$ cat src/rtl/ad7606_seq_ctrl.sv
// AD7606-family conversion sequencer: periodic CONVST, synchronised BUSY wait with timeout,
// then an RD/CS parallel read of NUM_CH channels streamed out as ch_valid strobes.
`timescale 1ns/1ps
module ad7606_seq_ctrl #(
  parameter int unsigned NUM_CH     = 8,
  parameter int unsigned DATA_W     = 16,
  parameter int unsigned SAMPLE_DIV = 5000,
  parameter int unsigned CONV_LOW   = 2,
  parameter int unsigned RD_LOW     = 3,
  parameter int unsigned RD_HIGH    = 2,
  parameter int unsigned RST_CYC    = 10,
  parameter int unsigned BUSY_TO    = 2000
) (
  input  logic              clk,
  input  logic              rst,
  input  logic              enable,
  input  logic [2:0]        os_ratio,
  input  logic              ad_busy,
  input  logic [DATA_W-1:0] ad_data,
  output logic              ad_convst,
  output logic              ad_cs_n,
  output logic              ad_rd_n,
  output logic              ad_reset,
  output logic [2:0]        ad_os,
  output logic              ch_valid,
  output logic [2:0]        ch_idx,
  output logic [DATA_W-1:0] ch_data,
  output logic              frame_done,
  output logic              timeout_err,
  output logic              overrun
);

  localparam int unsigned M1      = (RST_CYC > BUSY_TO) ? RST_CYC : BUSY_TO;
  localparam int unsigned M2      = (CONV_LOW > RD_LOW) ? CONV_LOW : RD_LOW;
  localparam int unsigned M3      = (M2 > RD_HIGH) ? M2 : RD_HIGH;
  localparam int unsigned TMR_MAX = (M1 > M3) ? M1 : M3;
  localparam int unsigned TW      = $clog2(TMR_MAX + 1);
  localparam int unsigned CW      = $clog2(SAMPLE_DIV);

  typedef enum logic [2:0] {
    StArst, StIdle, StConv, StWaitHi, StWaitLo, StRdLo, StRdHi, StDone
  } state_e;

  state_e            state_q, state_d;
  logic [TW-1:0]     tmr_q, tmr_d;
  logic [2:0]        ch_q, ch_d;
  logic [CW-1:0]     div_q;
  logic              tick;
  logic              busy_s1_q, busy_s2_q;
  logic              capture, to_pulse;

  logic              convst_q, cs_n_q, rd_n_q, ad_reset_q;
  logic [2:0]        os_q;
  logic              valid_q, done_q, to_q, ovr_q;
  logic [2:0]        idx_q;
  logic [DATA_W-1:0] data_q;

  // Trigger divider only runs while enabled so re-enabling always waits a full period.
  assign tick = enable && (div_q == CW'(SAMPLE_DIV - 1));

  always_ff @(posedge clk or posedge rst) begin
    if (rst) begin
      div_q <= '0;
    end else if (!enable || tick) begin
      div_q <= '0;
    end else begin
      div_q <= div_q + CW'(1);
    end
  end

  always_ff @(posedge clk or posedge rst) begin
    if (rst) begin
      busy_s1_q <= 1'b0;
      busy_s2_q <= 1'b0;
    end else begin
      busy_s1_q <= ad_busy;
      busy_s2_q <= busy_s1_q;
    end
  end

  always_ff @(posedge clk or posedge rst) begin
    if (rst) begin
      state_q <= StArst;
      tmr_q   <= '0;
      ch_q    <= '0;
    end else begin
      state_q <= state_d;
      tmr_q   <= tmr_d;
      ch_q    <= ch_d;
    end
  end

  // tmr is shared by every timed state and cleared on each state entry.
  always_comb begin
    state_d  = state_q;
    tmr_d    = tmr_q + TW'(1);
    ch_d     = ch_q;
    capture  = 1'b0;
    to_pulse = 1'b0;
    case (state_q)
      StArst: begin
        if (tmr_q == TW'(RST_CYC)) begin
          state_d = StIdle;
          tmr_d   = '0;
        end
      end
      StIdle: begin
        tmr_d = '0;
        ch_d  = '0;
        if (tick) state_d = StConv;
      end
      StConv: begin
        if (tmr_q == TW'(CONV_LOW - 1)) begin
          state_d = StWaitHi;
          tmr_d   = '0;
        end
      end
      StWaitHi: begin
        if (busy_s2_q) begin
          state_d = StWaitLo;
          tmr_d   = '0;
        end else if (tmr_q == TW'(BUSY_TO - 1)) begin
          state_d  = StIdle;
          to_pulse = 1'b1;
        end
      end
      StWaitLo: begin
        if (!busy_s2_q) begin
          state_d = StRdLo;
          tmr_d   = '0;
        end else if (tmr_q == TW'(BUSY_TO - 1)) begin
          state_d  = StIdle;
          to_pulse = 1'b1;
        end
      end
      StRdLo: begin
        if (tmr_q == TW'(RD_LOW - 1)) begin
          state_d = StRdHi;
          tmr_d   = '0;
          capture = 1'b1;
        end
      end
      StRdHi: begin
        if (tmr_q == TW'(RD_HIGH - 1)) begin
          tmr_d = '0;
          if (ch_q == 3'(NUM_CH - 1)) begin
            state_d = StDone;
          end else begin
            state_d = StRdLo;
            ch_d    = ch_q + 3'd1;
          end
        end
      end
      StDone: begin
        state_d = StIdle;
        tmr_d   = '0;
      end
      default: state_d = StIdle;
    endcase
  end

  // Pins are registered from the next state so they change cleanly with the state itself.
  always_ff @(posedge clk or posedge rst) begin
    if (rst) begin
      convst_q   <= 1'b1;
      cs_n_q     <= 1'b1;
      rd_n_q     <= 1'b1;
      ad_reset_q <= 1'b0;
      os_q       <= '0;
      valid_q    <= 1'b0;
      idx_q      <= '0;
      data_q     <= '0;
      done_q     <= 1'b0;
      to_q       <= 1'b0;
      ovr_q      <= 1'b0;
    end else begin
      convst_q   <= (state_d != StConv);
      cs_n_q     <= !((state_d == StRdLo) || (state_d == StRdHi));
      rd_n_q     <= (state_d != StRdLo);
      ad_reset_q <= (state_d == StArst);
      if (state_q == StIdle) os_q <= (os_ratio == 3'd7) ? 3'd6 : os_ratio;
      valid_q    <= capture;
      if (capture) begin
        idx_q  <= ch_q;
        data_q <= ad_data;
      end
      done_q     <= (state_d == StDone);
      to_q       <= to_pulse;
      ovr_q      <= tick && (state_q != StIdle);
    end
  end

  assign ad_convst   = convst_q;
  assign ad_cs_n     = cs_n_q;
  assign ad_rd_n     = rd_n_q;
  assign ad_reset    = ad_reset_q;
  assign ad_os       = os_q;
  assign ch_valid    = valid_q;
  assign ch_idx      = idx_q;
  assign ch_data     = data_q;
  assign frame_done  = done_q;
  assign timeout_err = to_q;
  assign overrun     = ovr_q;

endmodule

$ cat config.mk
export PLATFORM = sky130hd
export DESIGN_NAME = ad7606_seq_ctrl
export DESIGN_NICKNAME = d
export VERILOG_FILES = /design/src/rtl/ad7606_seq_ctrl.sv
export SDC_FILE = /design/constraint.sdc
export NUM_CORES = 1
export LEC_CHECK = 0
export CORE_MARGIN = 3
export CORE_UTILIZATION = 53
export CTS_CLUSTER_DIAMETER = 100
export DETAILED_ROUTE_END_ITERATION = 10
export GPL_TIMING_DRIVEN = 1
export MAX_ROUTING_LAYER = met4
export PLACE_DENSITY_LB_ADDON = 0.05
export SLEW_MARGIN = 10
export SYNTH_ARGS = -nofsm -noshare
export SYNTH_HDL_FRONTEND = slang
export SYNTH_SLANG_ARGS = --single-unit
$ cat constraint.sdc
create_clock -name clk -period 6.4 [get_ports clk]
set_input_delay 0.64 -clock clk [delete_from_list [all_inputs] [get_ports clk]]
set_output_delay 0.64 -clock clk [all_outputs]
set_load 0.02 [all_outputs]
* Word level (Yosys, flattened, before mapping)
Index checks and enable logic that the tools add are counted.
** Storage, ports and cells
- Input port bits :: 23
- Word-level logic and storage cells :: 81
- Output and inout bits :: 30
- Flip-flop bits (word level) :: 62
** Cells by class
- Add/sub/neg operators :: 3
- Eq/ne operators :: 22
- Mux-type cells :: 27
- Reduce and logical (&&, ||, !) cells :: 12
** Operator list (count)
- $pmux 11 s6 :: 1
- $mux 11 :: 5
- $mux 3 :: 11
- $eq 3x3->1 const B :: 9
- $pmux 3 s8 :: 1
- $add 13x1->13 const B :: 1
- $eq 13x13->1 const B :: 1
- $mux 13 :: 1
- $add 11x1->11 const B :: 1
- $eq 11x1->1 const B :: 1
- $eq 11x11->1 const B :: 1
- $eq 11x2->1 const B :: 1
- $eq 11x4->1 const B :: 1
- $eq 3x2->1 const B :: 2
- $logic_not 3->1 :: 2
- $pmux 3 s2 :: 1
- $mux 1 :: 5
- $ne 2x2->1 const B :: 2
- $reduce_or 2->1 :: 2
- $add 3x1->3 const B :: 1
- $eq 3x1->1 const B :: 1
- $ne 3x1->1 const B :: 1
- $ne 3x2->1 const B :: 1
- $ne 3x3->1 const B :: 1
- 7 further kinds :: 10

* Longest topological paths before layout
- Depth in word-level cells :: 7
- Depth in mapped cells :: 8
- Depth with buffers taken out :: 7

* Worst setup path before layout
Ideal clock, no wire load.
- Kind :: flip-flop to flip-flop
- Start point :: register tmr_q[4]
- End point :: register convst_q (netlist: ad_convst)
- Slack :: 4.364 ns
- Data arrival time :: 1.954 ns
- Buffers on the path :: 1
- Setup time :: 0.082 ns
- Clock period less this slack :: 2.036 ns
- Cell stages (with the launch flop) :: 7
- Cells stage by stage :: dfrtp_1 > buf_6 > or4_4 > or3_4 > nor3_4 > nor4_4 > a211o_1
** Between the ends
- Word-level cells in the longest chain between the ends :: 5
- Elaborated cells on any way between the ends :: 13
** RTL lines
- start: declaration :: line 45 : logic [TW-1:0] tmr_q, tmr_d;
- start signal: assignment :: line 88 : tmr_q <= tmr_d;
- $eq 11x11->1 :: line 122, 131
- $mux 3 :: line 122, 131
- $mux 3 (on tied branches) :: line 128, 119
- $pmux 3 s8 (*) :: line 100 : case (state_q)
- $ne 3x2->1 (*) :: line 177 : convst_q <= (state_d != StConv);
- end signal: assignment :: line 177
- end: declaration :: line 52 : logic convst_q, cs_n_q, rd_n_q, ad_reset_q;
Every way passes the cells marked *; elsewhere a longest branch is shown, timed or not.
A chain may end at the register's enable or synchronous reset.

* Final worst setup path
- Start point :: register tmr_q[0]
- End point :: register convst_q (netlist: ad_convst)
The elaborated chain is that of the path after synthesis.

==> run metrics <==
outcome completed; Top Ports 53; CP required 6660 ps; grt ovf 0; drt total wl 5823 um; Cells after Synth 268; Synth top area share 50.06%; vias in the first global route 2065; Final Hold Vio Count 0; Seq. cell area 0.001555 sq mm; period utilisation layout 44.01%; Final Non-Filler Cells 396; Yosys cell types 49; Routability Congestion 0.7685; CTS Root Cell clkbuf_8; CP max FO 20; DRC 0; Post-DP HPWL 3751 um; Port Buffers 52; layout cells sized above 1 15.95%; VDD IR max 0.0001502 V; Tightest Hold Check Type reg2reg; initial core utilization 56.31%; Max-Slew Margin vs Limit 23.98%; global-route wire length before repair 9666 um; Max-cap violations 0; Final nets 350; asr flop ratio synth 100.0%; slowest stage delay, CP 950 ps; most common cell after layout, fill and taps aside dfrtp_1; Die Y 80.60 um; clock group share of total power 46.1%; Core Area 0.005238 sq mm; hold slack final 353.5 ps; largest net degree at the start of global routing 63; GRT Total Usage 20.53%; Post-Syn Area 0.002949 sq mm; Leak 1.649 nW; CTS H-tree depth 3; Ys Warns 0; Area contributors post-synth dfrtp_1 (50%), mux2_2 (8.0%), nor2_1 (4.6%); fillcell total 384; hold buffer count at cts 0; setup_tns 0 ps; initial drt markers 128; Setup-failing EPs final 0; Post-CTS Setup Inserts 0; leading area contributor after synthesis dfrtp_1; FF+latch count, synth 62; routed len/inst 14.70 um; Seq/Total Area, Yosys 52.74%; initial antenna violation count 0; clock sinks 62; Die W 80.60 um; NetSw 0.0001726 W; CP Class reg2reg; Gate power share 6.3%; num rows 26; Vias 2134; clock-pin slew on the worst setup and hold paths 70 ps; DRT Pass-1 Iters 4; Startpoint Class register; Arrival @ worst endpoint 3070 ps; Slowest-stage cell, CP nand4b_1; # placed instances 380; critical path capture point type register; post-route antenna net violation count 0; Clock Path Buffers 2; worst skew pair latency 330 ps; EDFF count, synth 0; ys flop type dfrtp_1; RSZ-0062 raised after global routing false; syn avg cell area 11.00 sq um; final instance area 0.003750 sq mm; critical path's top delay family simple AND/OR/NAND/NOR gates; Period minus WS final 2817 ps; post-CTS sizing 0; Area Overhead vs Synth 27.15%; die area 0.006496 sq mm; Reg power frac 47.6%; vias per cell 5.389; Buffers & Inverters on Critical Path 1; skew final 10.66 ps; PD cells 227.4 mW/mm^2; Max Slew Vio Count 0; total power 0.0008527 W; Cell Chain, Critical Path inv_1 > ha_1 > nor3b_1 > nand4b_1 > o21ai_2 > nor4_4 > a211o_1; Sw Share 20.24%; CTS tree yes; Worst-Margin Slew 1134 ps; antenna cells 0; Net Count, Synth 297; Placed Area 0.003516 sq mm; footprint of the multi-input gates 0.001311 sq mm; Fmax 0.3550 GHz; Cell Int Power 0.0006801 W; CTS buffer count 9; commonest non-fill, non-tap cells in the layout dfrtp_1 (59), clkdlybuf4s50_1 (52), nor2_1 (36)
## state kept, by name, summed over array words and instances, names as in the netlist
register	count
ch_data	16
ch_q	3
ad_reset	1
busy_s2_q	1
tmr_q	11
ad_cs_n	1
ch_valid	1
div_q	13
ad_rd_n	1
ad_convst	1
busy_s1_q	1
ch_idx	3
overrun	1
frame_done	1
ad_os	3
state_q	3
timeout_err	1
## power groups by stage
| stage | Combinational [W] | Sequential [W] | Clock (W) |
|---|---|---|---|
| detailed placement | 0.0000550 | 0.000413 | 0 |
| floorplan | 0.0000162 | 0.000420 | 0 |
| global route | 0.0000590 | 0.000406 | 0.000424 |
| CTS | 0.0000552 | 0.000405 | 0.000402 |
| global placement | 0.0000546 | 0.000412 | 0 |
| finish | 0.0000539 | 0.000405 | 0.000393 |
## area by class of cell
cell class              count  area share [%]
inverters                   7          0.7007
well taps                  70           2.336
flip-flops and latches     62           41.47
repair buffers             54           14.28
clock buffers              13           4.505
multi-input cells         187           34.97
clock inverters             3           1.735
## through the flow
stage / setup WS, ps / utilization [%]
3_5_place_dp: 3558 / 67.13
2_1_floorplan: 4224 / -
3_3_place_gp: 3630 / 67.13
5_1_grt: 3284 / 71.60
4_1_cts: 3536 / 71.60
6_report: 3583 / 71.60
## kinds of logic (layout without fill, tap and decap cells)
group	count (synthesis)	count (layout)	share of synthesized area, %
buf+inv	19	77	2.800
compound gates	24	24	5.813
flops	62	62	52.74
simple gates	115	115	21.81
fa+ha+maj	6	6	2.546
mux	22	22	8.358
xor+xnor	20	20	5.940
## synthesized netlist by cell type (3+ instances only)
cell type	n
nor3b_1	4
o21ai_1	3
dfstp_2	3
a22oi_1	3
a31oi_1	3
mux2_2	21
ha_1	6
nor2_1	36
and3_1	7
xnor2_1	5
dfrtp_1	59
nand3_1	17
or3b_2	3
nand2b_1	3
xor2_1	15
nand4_1	5
a21oi_1	4
and4_1	3
nand2_1	15
inv_1	7
buf_2	3
nor3_1	3
clkbuf_1	7
nand3b_1	3
## worst register-to-register path, stage by stage, from the launching register on
cell and delay [ps]:
dfrtp_1 430, inv_1 90, ha_1 150, nor3b_1 320, nand4b_1 950, o21ai_2 400, nor4_4 100, a211o_1 280
## final timing paths
kind	from	endpoint	slack (ps)	cells after the start
worst max-delay path	tmr_q[0]	ad_convst	3580	7
worst min-delay path	busy_s1_q	busy_s2_q	350	0
worst max register to register	tmr_q[0]	ad_convst	3580	7
worst min register to register	busy_s1_q	busy_s2_q	350	0
max in group asynchronous	rst	tmr_q[2]	5060	3
min in group asynchronous	rst	ch_data[11]	840	3
## layer usage
metal / vias to the layer above / GRT usage (%) / part of all wire (%) / wire [um]
li1: 1050 / - / - / -
met2: 52 / 29.55 / 43 / 2499
met1: 1023 / 27.08 / 50 / 2933
met3: 9 / 6.054 / 5.3 / 307
met4: 0 / 8.784 / 1.4 / 82
met5: - / - / 0 / 0
Note: power is estimated with default switching activity, not from simulation.
